[config.mk]
export PLATFORM = sky130hd
export DESIGN_NAME = neo_seq_ctrl
export DESIGN_NICKNAME = d
export VERILOG_FILES = /design/src/rtl/neo_pkg.sv /design/src/rtl/neo_seq_ctrl_calc.sv /design/src/rtl/neo_seq_ctrl.sv
export SDC_FILE = /design/constraint.sdc
export NUM_CORES = 2
export LEC_CHECK = 0
export CORE_UTILIZATION = 30
export CTS_CLUSTER_SIZE = 24
export DETAILED_ROUTE_END_ITERATION = 6
export PLACE_DENSITY = 0.45
export SYNTH_ARGS = -nofsm -noshare
export SYNTH_HDL_FRONTEND = slang
export SYNTH_HIERARCHICAL = 1
export SYNTH_SLANG_ARGS = --single-unit
[constraint.sdc]
create_clock -name clk_i -period 9.05 [get_ports clk_i]
set_input_delay 2.2625 -clock clk_i [delete_from_list [all_inputs] [get_ports clk_i]]
set_output_delay 2.2625 -clock clk_i [all_outputs]
set_load 0.03 [all_outputs]
[src/rtl/neo_pkg.sv]
// Shared types and helpers for the Nonlinear Energy Operator sequencer.
// Optional threshold/spike logic elsewhere is enabled by defining NEO_THRESH_EN.
package neo_pkg;

    typedef enum logic [3:0] {
        StIdle,
        StRda,
        StRdaCap,
        StRdb,
        StRdbCap,
        StFetch,
        StCapture,
        StCalc,
        StWrite,
        StDone
    } state_e;

    localparam int unsigned NDefault     = 16;
    localparam int unsigned ShiftDefault = 8;
    localparam int unsigned WideW        = 64;

    // Floor shift, then clamp into the signed n-bit range; caller truncates to n bits.
    function automatic logic signed [WideW-1:0] sat_shift(
        input logic signed [WideW-1:0] value,
        input int unsigned             shift,
        input int unsigned             n
    );
        logic signed [WideW-1:0] shifted;
        logic signed [WideW-1:0] hi;
        logic signed [WideW-1:0] lo;
        shifted = value >>> shift;
        hi      = (64'sd1 <<< (n - 1)) - 64'sd1;
        lo      = -(64'sd1 <<< (n - 1));
        if (shifted > hi) begin
            return hi;
        end else if (shifted < lo) begin
            return lo;
        end
        return shifted;
    endfunction

endpackage

[src/rtl/neo_seq_ctrl_calc.sv]
// Registered psi datapath: x_cur^2 - x_prev*x_next, floor shift, saturate.
// With NEO_THRESH_EN defined it also registers a psi > thresh flag alongside psi.
module neo_calc
    import neo_pkg::*;
#(
    parameter int unsigned N     = NDefault,
    parameter int unsigned SHIFT = ShiftDefault
) (
    input  logic                clk_i,
    input  logic                rst_ni,
    input  logic                en_i,
    input  logic                clr_i,
    input  logic signed [N-1:0] x_prev_i,
    input  logic signed [N-1:0] x_cur_i,
    input  logic signed [N-1:0] x_next_i,
`ifdef NEO_THRESH_EN
    input  logic signed [N-1:0] thresh_i,
    output logic                spike_o,
`endif
    output logic signed [N-1:0] psi_o
);

    logic signed [2*N-1:0]   xp_w, xc_w, xn_w;
    logic signed [2*N-1:0]   p_cc, p_pn;
    logic        [2*N:0]     diff;
    logic signed [WideW-1:0] diff_w;
    logic signed [N-1:0]     psi_d, psi_q;

    always_comb begin
        xp_w   = {{N{x_prev_i[N-1]}}, x_prev_i};
        xc_w   = {{N{x_cur_i[N-1]}}, x_cur_i};
        xn_w   = {{N{x_next_i[N-1]}}, x_next_i};
        p_cc   = xc_w * xc_w;
        p_pn   = xp_w * xn_w;
        diff   = {p_cc[2*N-1], p_cc} - {p_pn[2*N-1], p_pn};
        diff_w = {{(WideW-2*N-1){diff[2*N]}}, diff};
        psi_d  = N'(sat_shift(diff_w, SHIFT, N));
    end

    // psi is non-zero only while the WRITE cycle presents it on the memory port.
    always_ff @(posedge clk_i or negedge rst_ni) begin
        if (!rst_ni) begin
            psi_q <= '0;
        end else if (clr_i) begin
            psi_q <= '0;
        end else if (en_i) begin
            psi_q <= psi_d;
        end
    end

    assign psi_o = psi_q;

`ifdef NEO_THRESH_EN
    logic spike_q;

    always_ff @(posedge clk_i or negedge rst_ni) begin
        if (!rst_ni) begin
            spike_q <= 1'b0;
        end else if (clr_i) begin
            spike_q <= 1'b0;
        end else if (en_i) begin
            spike_q <= (psi_d > thresh_i);
        end
    end

    assign spike_o = spike_q;
`endif

endmodule

[src/rtl/neo_seq_ctrl.sv]
// NEO pass sequencer: streams samples from memory, writes psi results back, pulses done.
// Define NEO_THRESH_EN to add the thresh/spike/spike_cnt ports.
module neo_seq_ctrl
    import neo_pkg::*;
#(
    parameter int unsigned N         = NDefault,
    parameter int unsigned M         = 16,
    parameter int unsigned LEN       = 8,
    parameter int unsigned RES_BASE  = 8,
    parameter int unsigned PARK_ADDR = 15,
    parameter int unsigned SHIFT     = ShiftDefault,
    localparam int unsigned AW       = $clog2(M)
) (
    input  logic                clk_i,
    input  logic                rst_ni,
    input  logic                start_i,
    output logic                busy_o,
    output logic                done_o,
    output logic [AW-1:0]       mem_raddr_o,
    input  logic signed [N-1:0] mem_rdata_i,
    output logic [AW-1:0]       mem_waddr_o,
    output logic signed [N-1:0] mem_wdata_o,
    output logic                mem_we_o,
`ifdef NEO_THRESH_EN
    input  logic signed [N-1:0] thresh_i,
    output logic                spike_o,
    output logic [AW:0]         spike_cnt_o,
`endif
    output logic signed [N-1:0] psi_out_o
);

    if (LEN < 3) begin : g_chk_len
        $fatal(1, "neo_seq_ctrl: LEN must be at least 3");
    end
    if (RES_BASE + LEN - 2 > M) begin : g_chk_res
        $fatal(1, "neo_seq_ctrl: result region exceeds memory depth");
    end
    if (PARK_ADDR <= LEN - 1 || (PARK_ADDR >= RES_BASE && PARK_ADDR <= RES_BASE + LEN - 3))
    begin : g_chk_park
        $fatal(1, "neo_seq_ctrl: PARK_ADDR overlaps sample or result region");
    end

    state_e              state_q, state_d;
    logic [AW-1:0]       n_q, n_d;
    logic signed [N-1:0] x_prev_q, x_prev_d, x_cur_q, x_cur_d, x_next_q, x_next_d;
    logic [AW-1:0]       raddr_q, raddr_d, waddr_q, waddr_d;
    logic                we_q, we_d, busy_q, busy_d, done_q, done_d;
    logic signed [N-1:0] psi_out_q, psi_out_d;
    logic signed [N-1:0] psi;
    logic                last_n;

    assign last_n = (n_q == AW'(LEN - 2));

    always_ff @(posedge clk_i or negedge rst_ni) begin
        if (!rst_ni) begin
            state_q <= StIdle;
        end else begin
            state_q <= state_d;
        end
    end

    always_comb begin
        state_d = state_q;
        unique case (state_q)
            StIdle:    if (start_i) state_d = StRda;
            StRda:     state_d = StRdaCap;
            StRdaCap:  state_d = StRdb;
            StRdb:     state_d = StRdbCap;
            StRdbCap:  state_d = StFetch;
            StFetch:   state_d = StCapture;
            StCapture: state_d = StCalc;
            StCalc:    state_d = StWrite;
            StWrite:   state_d = last_n ? StDone : StFetch;
            StDone:    state_d = StIdle;
            default:   state_d = StIdle;
        endcase
    end

    // Output registers are loaded from the state being entered so they are valid in that state.
    always_comb begin
        n_d       = n_q;
        x_prev_d  = x_prev_q;
        x_cur_d   = x_cur_q;
        x_next_d  = x_next_q;
        psi_out_d = psi_out_q;
        raddr_d   = raddr_q;
        waddr_d   = AW'(PARK_ADDR);
        we_d      = 1'b0;
        done_d    = 1'b0;
        busy_d    = (state_d != StIdle);

        case (state_q)
            StRdaCap:  x_prev_d = mem_rdata_i;
            StRdbCap: begin
                x_cur_d = mem_rdata_i;
                n_d     = AW'(1);
            end
            StCapture: x_next_d = mem_rdata_i;
            StWrite: begin
                psi_out_d = psi;
                if (!last_n) begin
                    x_prev_d = x_cur_q;
                    x_cur_d  = x_next_q;
                    n_d      = n_q + AW'(1);
                end
            end
            default: ;
        endcase

        case (state_d)
            StRda:   raddr_d = '0;
            StRdb:   raddr_d = AW'(1);
            StFetch: raddr_d = n_d + AW'(1);
            StWrite: begin
                we_d    = 1'b1;
                waddr_d = AW'(RES_BASE) + n_q - AW'(1);
            end
            StDone:  done_d = 1'b1;
            default: ;
        endcase
    end

    always_ff @(posedge clk_i or negedge rst_ni) begin
        if (!rst_ni) begin
            n_q       <= '0;
            x_prev_q  <= '0;
            x_cur_q   <= '0;
            x_next_q  <= '0;
            psi_out_q <= '0;
            raddr_q   <= '0;
            waddr_q   <= AW'(PARK_ADDR);
            we_q      <= 1'b0;
            busy_q    <= 1'b0;
            done_q    <= 1'b0;
        end else begin
            n_q       <= n_d;
            x_prev_q  <= x_prev_d;
            x_cur_q   <= x_cur_d;
            x_next_q  <= x_next_d;
            psi_out_q <= psi_out_d;
            raddr_q   <= raddr_d;
            waddr_q   <= waddr_d;
            we_q      <= we_d;
            busy_q    <= busy_d;
            done_q    <= done_d;
        end
    end

`ifdef NEO_THRESH_EN
    logic          spike;
    logic [AW:0]   spike_cnt_q, spike_cnt_d;

    always_comb begin
        spike_cnt_d = spike_cnt_q;
        if (state_q == StIdle && start_i) begin
            spike_cnt_d = '0;
        end else if (state_q == StWrite && spike) begin
            spike_cnt_d = spike_cnt_q + (AW + 1)'(1);
        end
    end

    always_ff @(posedge clk_i or negedge rst_ni) begin
        if (!rst_ni) begin
            spike_cnt_q <= '0;
        end else begin
            spike_cnt_q <= spike_cnt_d;
        end
    end

    assign spike_o     = spike;
    assign spike_cnt_o = spike_cnt_q;
`endif

    neo_calc #(
        .N     (N),
        .SHIFT (SHIFT)
    ) u_calc (
        .clk_i    (clk_i),
        .rst_ni   (rst_ni),
        .en_i     (state_q == StCalc),
        .clr_i    (state_q == StWrite),
        .x_prev_i (x_prev_q),
        .x_cur_i  (x_cur_q),
        .x_next_i (x_next_q),
`ifdef NEO_THRESH_EN
        .thresh_i (thresh_i),
        .spike_o  (spike),
`endif
        .psi_o    (psi)
    );

    assign busy_o      = busy_q;
    assign done_o      = done_q;
    assign mem_raddr_o = raddr_q;
    assign mem_waddr_o = waddr_q;
    assign mem_wdata_o = psi;
    assign mem_we_o    = we_q;
    assign psi_out_o   = psi_out_q;

endmodule
==> flow_metrics.env <==
export IMPL_slew_headroom_pct=30.2
export IMPL_first_iter_violations=901
export IMPL_hold_path_class="reg2reg"
export IMPL_final_seq_area_sq_mm=0.00248
export IMPL_clk_pin_slew_ns=0.08
export IMPL_drc=0
export IMPL_syn2layout_area_growth_pct=9.26
export IMPL_cap_violations=0
export IMPL_crit_fanout=15
export IMPL_synth_distinct_cells=66
export IMPL_place_ws_ns=0.414
export IMPL_portBuffers=61
export IMPL_wirelength_microns=65200
export IMPL_slowest_stage="dfrtp_1"
export IMPL_critPathLaunchType="flip-flop"
export IMPL_start_util_pct=30.5
export IMPL_fmax_mhz=115
export IMPL_rows=102
export IMPL_hpwl_microns=55800
export IMPL_grt_setup_unrepaired="no"
export IMPL_clk_latency_ns=0.39
export IMPL_ys_flop_type="dfrtp_1"
export IMPL_grt_pass1_vias=18100
export IMPL_synth_top_area_share_pct=47.2
export IMPL_clkSinkCount=99
export IMPL_status="finished clean"
export IMPL_tritoncts="yes"
export IMPL_place_inst=3559
export IMPL_nFillCells=8114
export IMPL_grt_start_max_net_pins=54
export IMPL_antenna_left=0
export IMPL_cp_slowest_stage_delay_ns=0.57
export IMPL_antenna_found_initial=1
export IMPL_root_buffer="clkbuf_16"
export IMPL_period_minus_slack_ns=8.70
export IMPL_multi_input_area_sq_mm=0.0182
export IMPL_grt_usage_pct=17.4
export IMPL_synth_edf_count=0
export IMPL_ctsResizeCount=0
export IMPL_layoutNonFillerInstCount=3574
export IMPL_cp_arrival_ns=8.95
export IMPL_worst_pin_slew_ns=1.04
export IMPL_fin_ws_ns=0.353
export IMPL_worst_path_buf_inv=6
export IMPL_hold_violations=0
export IMPL_synth_nets=3247
export IMPL_n_antenna_cell=0
export IMPL_synthTopCellsByArea="fa_1, inv_1, dfrtp_1"
export IMPL_die_h_microns=283
export IMPL_cp_end_kind="flip-flop"
export IMPL_cts_max_level=3
export IMPL_pin_count=62
export IMPL_routed_via_density=4.51
export IMPL_slew_viol_final=0
export IMPL_wl_per_cell_microns=18.3
export IMPL_tns_ns=0
export IMPL_cts_made_buffers=9
export IMPL_yosysSeqAreaShare_pct=10.5
export IMPL_syn_avg_cell_area_sq_um=9.46
export IMPL_finalCritPeriodShare_pct=96.1
export IMPL_syn_inst=2503
export IMPL_via_count=16100
export IMPL_synth_top_area_cell="fa_1"
export IMPL_path_class="reg2reg"
export IMPL_gp_congestion=0.850
export IMPL_final_net_count=3274
export IMPL_reg2reg_setup_slack_ns=0.35
export IMPL_gr_total_overflow=0
export IMPL_dieArea_sq_mm=0.0800
export IMPL_core_area_sq_mm=0.0777
export IMPL_firstDrtPassIters=5
export IMPL_cts_hold_buf=0
export IMPL_clk_path_buf_depth=2
export IMPL_crit_required_ns=9.30
export IMPL_postCtsSetupBuffers=0
export IMPL_crit_family="adder cells"
export IMPL_yosys_warnings=6
export IMPL_grt_pass1_wl_microns=104000
export IMPL_final_setup_viol_count=0
export IMPL_cpMostUsedCell="fa_1"
export IMPL_async_flop_share_pct=100
export IMPL_die_w_microns=283
export IMPL_drive_gt1_share_pct=3.87
export IMPL_synth_area_sq_mm=0.0237
export IMPL_ys_ff_latch=99
export IMPL_skew_ns=0.0184
cells in the final DEF (no fill, tap or decap), drive strengths merged, types with 5 or more instances in the layout:
cell type,synthesis,final
buf,18,42
xor2,12,12
and3,11,11
fa,558,558
clkbuf,68,10
and2,159,159
nor2b,21,21
mux2,17,17
nand3,12,12
a21o,7,7
nor3,16,16
a21oi,71,71
nand4,5,5
a211oi,5,5
clkdlybuf4s50,0,60
ha,167,167
nor2,48,48
o21ai,57,57
nand2,320,320
a31oi,5,5
nand2b,10,10
o21a,6,6
or2,6,6
inv,701,702
o31ai,6,6
dfrtp,95,95
a221o,13,13
xnor2,37,37
o211ai,5,5
Yosys cell counts, types with 5 or more instances:
library cell	number
o21ai_0	56
nor2_1	48
ha_1	167
clkbuf_1	67
nand2_1	320
fa_1	558
xnor2_1	37
nand2b_1	10
nand4_1	5
o21a_1	6
xor2_1	12
inv_1	701
mux2_2	17
a31oi_1	5
nand3_1	12
buf_2	15
dfrtp_1	95
nor3_1	14
nor2b_1	21
and3_1	10
a221o_1	13
a21oi_1	71
a21o_1	7
and2_1	159
kinds of logic after synthesis:
family	synth area share [%]
AOI/OAI and AO/OA	5.48
xor gates and xnor gates	1.81
adders and majority gates	56.0
buffers and inverters	12.7
DFF	10.5
muxes	0.978
and+or+nand+nor	12.6
stage by stage:
step,util (%),hold slack (ns),cell area (sq um)
after floorplan,-,0.498,23700
after global placement,32.9,0.461,25500
after detailed placement,32.9,0.461,25500
after CTS,33.3,0.480,25900
after global routing,33.3,0.491,25900
final,33.3,0.473,25900
metal layers:
layer  global-route usage [%]  share of wire (%)  vias to the layer above
li1                         -                  -                     7346
met1                     22.3                 42                     8475
met2                     31.3                 52                      237
met3                     1.47                2.5                       56
met4                     4.80                2.7                        0
met5                        0                  0                        -
worst paths after layout:
kind / depth (start not counted) / endpoint / startpoint
worst min-delay path: 2 / psi_out_o[15] / psi_out_o[15]
max in group asynchronous: 2 / x_prev_q[11] / rst_ni
worst max-delay path: 25 / u_calc/psi_o[7] / x_prev_q[15]
min in group asynchronous: 1 / psi_out_o[9] / rst_ni
worst max register to register: 25 / u_calc/psi_o[7] / x_prev_q[15]
worst min register to register: 2 / psi_out_o[15] / psi_out_o[15]
worst register-to-register path, stage by stage (launching register included):
cell,delay [ns]
dfrtp_1,0.57
nand2_1,0.24
inv_1,0.54
fa_1,0.53
inv_1,0.09
fa_1,0.41
inv_1,0.07
fa_1,0.41
inv_1,0.09
fa_1,0.44
fa_1,0.57
fa_1,0.45
fa_1,0.50
inv_1,0.05
fa_1,0.57
inv_1,0.07
ha_1,0.41
and4_1,0.26
and3_1,0.24
nand3_1,0.11
o31ai_2,0.46
mux2i_1,0.29
a2111oi_2,0.09
nor3_1,0.43
a41oi_4,0.32
a221o_1,0.35
layout make-up:
class,count,share of cell area [%]
inverters,701,10.2
well taps,1040,5.03
clock inverters,5,0.329
repair buffers,102,3.54
flip-flops and latches,99,9.60
multi-input cells,1617,70.4
clock buffers,10,0.924
registers in the layout, summed over array words and instances (netlist names):
signal	count
n_q	4
psi_out_o	16
x_prev_q	16
mem_raddr_o	4
u_calc/psi_o	16
busy_o	1
x_cur_q	16
mem_we_o	1
state_q	4
done_o	1
mem_waddr_o	4
x_next_q	16
Power is not shown: default switching activity piles up to over one toggle a cycle in this logic, so the estimate is an artifact.
